`config.mk`:
```
export PLATFORM = sky130hd
export DESIGN_NAME = rst_seq_ctrl
export DESIGN_NICKNAME = d
export VERILOG_FILES = /design/src/rtl/rst_seq_ctrl.sv
export SDC_FILE = /design/constraint.sdc
export NUM_CORES = 1
export LEC_CHECK = 0
export CORE_UTILIZATION = 30
export DETAILED_ROUTE_END_ITERATION = 8
export PLACE_DENSITY = 0.51
export SETUP_SLACK_MARGIN = 0.5
export SYNTH_ARGS = -nofsm -noshare
export SYNTH_HDL_FRONTEND = slang
export SYNTH_SLANG_ARGS = --single-unit
```
`constraint.sdc`:
```
create_clock -name clk -period 4.3 [get_ports clk]
set_input_delay 0.86 -clock clk [delete_from_list [all_inputs] [get_ports clk]]
set_output_delay 0.86 -clock clk [all_outputs]
set_load 0.02 [all_outputs]
```
`src/rtl/rst_seq_ctrl.sv`:
```
// Reset sequencer: turns the system reset, a debounced push-button and a
// soft-reset request into NUM_RST staged, active-high domain resets with a
// power-on stretch and a fixed gap between domain releases.
module rst_seq_ctrl #(
  parameter int unsigned NUM_RST       = 4,
  parameter int unsigned STRETCH_CYC   = 16,
  parameter int unsigned STAGE_GAP     = 8,
  parameter int unsigned DEB_CYC       = 4,
  parameter bit          SW_ACTIVE_LOW = 1'b1,
  parameter int unsigned CNT_W         = 8
) (
  input  logic               clk,
  input  logic               reset,
  input  logic               reset_sw,
  input  logic               soft_req,
  output logic               soft_ack,
  output logic [NUM_RST-1:0] rst_out,
  output logic               ready,
  output logic [1:0]         rst_cause
);

  localparam int unsigned IDX_W   = (NUM_RST > 1) ? $clog2(NUM_RST) : 1;
  localparam int unsigned DEB_W   = $clog2(DEB_CYC + 1);
  // Idle (released) level of the raw button.
  localparam logic        SW_IDLE = SW_ACTIVE_LOW;

  localparam logic [1:0] CAUSE_POR  = 2'b01;
  localparam logic [1:0] CAUSE_BTN  = 2'b10;
  localparam logic [1:0] CAUSE_SOFT = 2'b11;

  typedef enum logic [1:0] {
    ST_ASSERT  = 2'd0,
    ST_STRETCH = 2'd1,
    ST_RELEASE = 2'd2,
    ST_RUN     = 2'd3
  } state_e;

  logic               sw_meta_q;
  logic               sw_sync_q;
  logic               sw_act;
  logic [DEB_W-1:0]   deb_cnt_q;
  logic [DEB_W-1:0]   deb_cnt_d;
  logic               press_q;
  logic               press_d;

  state_e             state_q;
  logic [CNT_W-1:0]   cnt_q;
  logic [IDX_W-1:0]   idx_q;
  logic [NUM_RST-1:0] rst_out_q;
  logic               ready_q;
  logic               soft_ack_q;
  logic [1:0]         cause_q;

  // Two-flop synchroniser for the asynchronous push-button.
  always_ff @(posedge clk) begin
    if (reset) begin
      sw_meta_q <= SW_IDLE;
      sw_sync_q <= SW_IDLE;
    end else begin
      sw_meta_q <= reset_sw;
      sw_sync_q <= sw_meta_q;
    end
  end

  // Debounce next-state: count active samples, saturate, flag the DEB_CYC-th.
  always_comb begin
    sw_act    = (sw_sync_q != SW_IDLE);
    deb_cnt_d = deb_cnt_q;
    press_d   = 1'b0;
    if (!sw_act) begin
      deb_cnt_d = '0;
    end else if (deb_cnt_q != DEB_W'(DEB_CYC)) begin
      deb_cnt_d = deb_cnt_q + DEB_W'(1);
      press_d   = (deb_cnt_q == DEB_W'(DEB_CYC - 1));
    end
  end

  // Debounce counter and one-cycle press pulse.
  always_ff @(posedge clk) begin
    if (reset) begin
      deb_cnt_q <= '0;
      press_q   <= 1'b0;
    end else begin
      deb_cnt_q <= deb_cnt_d;
      press_q   <= press_d;
    end
  end

  // Sequencer FSM with registered outputs; triggers take priority press > soft.
  // Domains release by shifting zeros in from bit 0, so released bits stay
  // low until the next ASSERT reloads all ones.
  always_ff @(posedge clk) begin
    if (reset) begin
      state_q    <= ST_ASSERT;
      cnt_q      <= '0;
      idx_q      <= '0;
      rst_out_q  <= '1;
      ready_q    <= 1'b0;
      soft_ack_q <= 1'b0;
      cause_q    <= CAUSE_POR;
    end else begin
      soft_ack_q <= 1'b0;
      if (press_q && (state_q != ST_ASSERT)) begin
        state_q   <= ST_ASSERT;
        cnt_q     <= '0;
        rst_out_q <= '1;
        ready_q   <= 1'b0;
        cause_q   <= CAUSE_BTN;
      end else if (soft_req && (state_q == ST_RUN)) begin
        state_q    <= ST_ASSERT;
        cnt_q      <= '0;
        rst_out_q  <= '1;
        ready_q    <= 1'b0;
        soft_ack_q <= 1'b1;
        cause_q    <= CAUSE_SOFT;
      end else begin
        case (state_q)
          ST_ASSERT: begin
            rst_out_q <= '1;
            ready_q   <= 1'b0;
            cnt_q     <= CNT_W'(STRETCH_CYC - 1);
            state_q   <= ST_STRETCH;
          end
          ST_STRETCH: begin
            if (cnt_q == '0) begin
              state_q   <= ST_RELEASE;
              rst_out_q <= rst_out_q << 1;
              idx_q     <= '0;
              cnt_q     <= CNT_W'(STAGE_GAP - 1);
            end else begin
              cnt_q <= cnt_q - CNT_W'(1);
            end
          end
          ST_RELEASE: begin
            if (cnt_q == '0) begin
              if (idx_q != IDX_W'(NUM_RST - 1)) begin
                idx_q     <= idx_q + IDX_W'(1);
                rst_out_q <= rst_out_q << 1;
                cnt_q     <= CNT_W'(STAGE_GAP - 1);
              end else begin
                state_q <= ST_RUN;
                ready_q <= 1'b1;
              end
            end else begin
              cnt_q <= cnt_q - CNT_W'(1);
            end
          end
          default: begin
            state_q <= ST_RUN;
          end
        endcase
      end
    end
  end

  assign rst_out   = rst_out_q;
  assign ready     = ready_q;
  assign soft_ack  = soft_ack_q;
  assign rst_cause = cause_q;

endmodule
```
==> results of run 1 <==
## metrics by stage
step,total power [mW],util
floorplan,0.661,-
CTS,0.947,0.359
finish,0.940,0.359
global route,1.01,0.359
detailed placement,0.787,0.346
global placement,0.772,0.346
## per-layer routing
metal | wire [um] | vias up
met1 | 1430 | 547
met3 | 47 | 2
li1 | - | 585
met2 | 1550 | 7
met4 | 21 | 0
met5 | 0 | -
## state kept, by name, indices dropped and copies added (netlist names)
signal and cells:
state_q 2, sw_sync_q 1, deb_cnt_q 3, cnt_q 8
sw_meta_q 1, idx_q 2, ready 1, press_q 1
soft_ack 1, rst_out 4, rst_cause 2
## worst max-delay path: stages
cell	delay (ps)
clkdlybuf4s50_1	570
nor3_1	600
o21ai_0	190
a221o_1	300
## area by class of cell
class / instances / area, um^2 / area share
Clock buffer: 4 / 55.1 / 0.0352
Inverter: 14 / 52.6 / 0.0336
Multi-Input combinational cell: 112 / 759 / 0.486
Sequential cell: 26 / 520 / 0.333
Tap cell: 52 / 65.1 / 0.0416
Timing Repair Buffer: 11 / 110 / 0.0705
## cell usage in the layout (no fill, tap or decap), types with 3 or more instances in the layout
| cell | synthesis | layout |
|---|---|---|
| a21oi_1 | 10 | 10 |
| dfxtp_1 | 26 | 26 |
| nor2_1 | 7 | 7 |
| inv_1 | 14 | 14 |
| nand2_1 | 13 | 13 |
| a311oi_1 | 4 | 4 |
| nor3_1 | 7 | 7 |
| o21ai_0 | 12 | 12 |
| o21a_1 | 3 | 3 |
| clkbuf_8 | 0 | 4 |
| clkdlybuf4s50_1 | 0 | 11 |
| ha_1 | 11 | 11 |
| a221o_1 | 3 | 3 |
| nand2b_1 | 4 | 4 |
| nand3_1 | 6 | 6 |
## worst paths after layout
kind	from	slack [ps]	cells past startpoint	to
worst max register to register	cnt_q[0]	1960	6	rst_out[0]
worst min-delay path	sw_meta_q	420	1	sw_sync_q
worst max-delay path	reset	1920	4	rst_out[1]
worst min register to register	sw_meta_q	420	1	sw_sync_q
## power by group
| part | switching, mW | internal (mW) |
|---|---|---|
| clock network | 0.0748 | 0.0817 |
| logic | 0.260 | 0.179 |
| registers | 0.0550 | 0.290 |
| total | 0.389 | 0.550 |
## cells by family after synthesis
family,Yosys count
and+or+nand+nor,51
AOI/OAI and AO/OA,47
DFF,26
buffers and inverters,20
adders and majority gates,11
muxes,2
xor gates and xnor gates,1
==> impl_metrics.yaml, run 1 <==
logic_synthesis:
  synth_mux_area_frac: 0.0147
  synthArstFlopShare: 0
  syn_area_per_cell_um2: 8.59
  synth.distinct_cells: 37
  syn_area_um2: 1360
  yosys-top-cells-count: "26 x dfxtp_1, 14 x inv_1, 13 x nand2_1"
  yosysTopAreaCell: "dfxtp_1"
  ys_seq_elements: 26
  synth-simple-area-share: 0.205
  synth_edf_count: 0
  synth_ff_type: "dfxtp_1"
  synth_area_leaders: "dfxtp_1 38%, ha_1 10%, o21ai_0 4.4%, inv_1 3.9%, a21oi_1 3.7%"
  yosysMostFrequentCell: "dfxtp_1"
  syn_inst: 158
  ys_seq_area_frac: 0.383
  synth_warnings: 0
  synth_compound_area_frac: 0.232
  synthAdderAreaFrac: 0.101
  synth-xor-area-share: 0.00645
  synth_top_family_by_area: "compound AO/OA/AOI/OAI gates"
  synth_nets: 173
  synth_top_area_share: 0.383
clocking:
  insertion_delay_ps: 270
  postCtsSetupBuffers: 0
  root_buffer: "clkbuf_8"
  clock_path_buffers: 2
  cts.clk_slew.worst_paths_ps: 80
  cts.sinks: 26
  cts-buffers-inserted: 3
  cts.repair.resized: 0
  cts_tree: "yes"
  cts.htree.levels: 1
  cts_hold_buf: 0
worst_setup_path:
  cp.arrival_ps: 2530
  worst-path-max-fanout: 10
  required_ps: 4460
  critPathKind: "in -> reg"
  endpoint_kind: "flip-flop"
  start_kind: "input port"
timing:
  hold_slack_ps: 424
  finClkSkew_ps: 6.30
  rsz0062_at_grt: "no"
  slew_viol_final: 0
  setup_viol: 0
  timing.slew.headroom: 0.574
  min_period_over_period: 0.552
  fin_setup_tns_ps: 0
  timing.fmax_mhz: 421
  worst_pin_slew_ps: 635
  final_hold_viol_count: 0
  period_needed_ps: 2380
  fin_ws_ps: 1920
layout:
  antennaDiodeCount: 0
  final_cells: 219
  fillers: 438
  area_growth_pct: 15.1
  fin_nets: 183
  drive_gt1_frac: 0.0479
  fin_area_um2: 1560
floorplanning:
  num_io_pins: 12
  core_um2: 4350
  start_util: 0.312
  die_h_um: 69.3
  rows: 24
  dieArea_um2: 4800
  die_x_um: 69.3
grt:
  antenna_found_initial: 0
  grt_usage: 0.131
  busiest_layer: "met2"
  grtUsageMet3: 0.0305
  grt_pass1_wl_mm: 5.14
  grt_max_degree: 15
  first_global_vias: 1141
  grt.overflow.total: 0
  met1_usage: 0.163
  grtUsageMet2: 0.230
placement:
  dp.cells: 215
  postPlaceCellArea_um2: 1510
  place_ws_ps: 1620
  port_buffers: 11
  place_congestion: 0.771
  dp_hpwl_mm: 2.26
power_and_ir_drop:
  ir_worst_vdd_mv: 0.213
  power_density_nw_per_um2: 601
  leakage_nw: 0.599
drt:
  drc_errors: 0
  drtIter0Drc: 110
  vias_per_cell: 5.21
  wl_per_cell_um: 13.9
  ant_nets: 0
  routed_wl_mm: 3.05
  drt_first_pass_iters: 4
  num_vias: 1141
hold_path:
  min_path_type: "reg -> reg"
flow_run:
  cap_viol_max_count: 0
outcome:
  outcome: "finished, final reports clean"
Power figures use the tool's default switching activity.
==> run 2: changes to the inputs <==
--- a/config.mk
+++ b/config.mk
@@ -7,7 +7,7 @@
 export LEC_CHECK = 0
 export CORE_UTILIZATION = 30
 export DETAILED_ROUTE_END_ITERATION = 8
-export PLACE_DENSITY = 0.51
+export PLACE_DENSITY = 0.53
 export SETUP_SLACK_MARGIN = 0.5
 export SYNTH_ARGS = -nofsm -noshare
 export SYNTH_HDL_FRONTEND = slang
==> constraint.sdc (replaced) <==
create_clock -name clk -period 1.9 [get_ports clk]
set_input_delay 0.38 -clock clk [delete_from_list [all_inputs] [get_ports clk]]
set_output_delay 0.38 -clock clk [all_outputs]
set_load 0.02 [all_outputs]
==> impl_metrics.yaml, run 2 (synthesized netlist as in run 1, its figures left out) <==
placement:
  dp_hpwl_mm: 2.40
  place_congestion: 0.877
  place_ws_ps: 50.6
  port_buffers: 11
  postPlaceCellArea_um2: 1610
clocking:
  cts.htree.levels: 1
  cts_tree: "yes"
  cts.sinks: 26
  root_buffer: "clkbuf_8"
  cts-buffers-inserted: 3
  insertion_delay_ps: 270
  clock_path_buffers: 2
  cts.clk_slew.worst_paths_ps: 80
grt:
  grt.overflow.total: 0
  antenna_found_initial: 0
  first_global_vias: 1230
  grt_max_degree: 14
  grt_pass1_wl_mm: 5.72
  grt_usage: 0.147
floorplanning:
  die_x_um: 69.3
  start_util: 0.312
  rows: 24
  num_io_pins: 12
  dieArea_um2: 4800
  die_h_um: 69.3
  core_um2: 4350
timing:
  slew_viol_final: 0
  min_period_over_period: 0.954
  finClkSkew_ps: 3.83
  worst_pin_slew_ps: 382
  period_needed_ps: 1810
  timing.slew.headroom: 0.745
  fin_ws_ps: 88.3
  setup_viol: 0
  rsz0062_at_grt: "yes"
  final_hold_viol_count: 0
  fin_setup_tns_ps: 0
  timing.fmax_mhz: 552
layout:
  final_cell_mix: "22 x dfxtp_1, 22 x buf_4, 12 x nand2_1"
  area_growth_pct: 34.4
  drive_gt1_frac: 0.302
  fin_area_um2: 1820
  fin_nets: 206
  largest_reg_flops: 8
  antennaDiodeCount: 0
  regMostFlops: "cnt_q"
drt:
  routed_wl_mm: 3.34
  drt_first_pass_iters: 4
  num_vias: 1288
  wl_per_cell_um: 13.9
  drc_errors: 0
  drtIter0Drc: 77
  ant_nets: 0
  vias_per_cell: 5.34
worst_setup_path:
  critPathKind: "reg -> reg"
  start_kind: "flip-flop"
  endpoint_kind: "flip-flop"
  worst-path-max-fanout: 7
  cp.arrival_ps: 2030
  required_ps: 2120
flow_run:
  cap_viol_max_count: 0
outcome:
  outcome: "finished, final reports clean"
hold_path:
  min_path_type: "reg -> reg"
power_and_ir_drop:
  power_density_nw_per_um2: 1380
  leakage_nw: 0.731
  ir_worst_vdd_mv: 0.410
==> run 2: cell types whose count changed in the layout (fill, tap and decap cells not counted), moves of 4 or more <==
cell and delta:
inv_2 +4, dlygate4sd2_1 +5, dfxtp_1 -4, clkdlybuf4s50_1 -8, dfxtp_2 +4, buf_4 +22, inv_1 -4, ha_1 -4
==> run 2: layer usage <==
metal / wire (um) / track usage / vias up
met2: 1710 / 0.252 / 18
met3: 85 / 0.0218 / 7
met5: 0 / 0 / -
li1: - / - / 632
met4: 77 / 0.0658 / 0
met1: 1470 / 0.182 / 631
==> run 2: timing repair <==
action / in CTS / in global routing
endpoints found under the setup margin: 25 / 20
hold endpoints to repair: 0 / 0
hold buffers: 0 / 0
buffers inserted: 9 / 4
pin swaps: 7 / 13
gates resized for setup: 22 / 15
==> run 2: stage by stage <==
step | utilization | hold slack (ps) | std cells | power [mW]
floorplan | - | 389 | 158 | 1.57
global placement | 0.370 | 402 | 225 | 1.90
detailed placement | 0.370 | 408 | 225 | 1.92
CTS | 0.402 | 431 | 237 | 2.40
global route | 0.419 | 456 | 241 | 2.70
finish | 0.419 | 428 | 241 | 2.51
==> run 2: final timing paths <==
check,to,slack (ps),cells after the start,startpoint
setup / recovery,cnt_q[7],90,6,cnt_q[1]
hold / removal,sw_sync_q,430,1,sw_meta_q
setup reg to reg,cnt_q[7],90,6,cnt_q[1]
hold reg to reg,sw_sync_q,430,1,sw_meta_q
==> run 2: critical path: stages (launching register included) <==
cell and delay [ps]:
dfxtp_2 340, inv_2 70, ha_4 130, or4b_4 500, o31a_1 380, a21boi_1 210
o21a_1 130
==> run 2: layout make-up <==
type                            count  area [um^2]
Tap cell                           52         65.1
Fill cell                         423         2530
Inverter                           14         52.6
Clock buffer                        3         41.3
Multi-Input combinational cell    112          860
Timing Repair Buffer               34          280
Sequential cell                    26          526
==> run 2: where the power goes <==
part           switching [mW]  total (mW)  internal, mW
Sequential              0.122       0.786         0.664
Clock                   0.168       0.310         0.142
Combinational           0.720        1.42         0.698
Total                    1.01        2.51          1.51
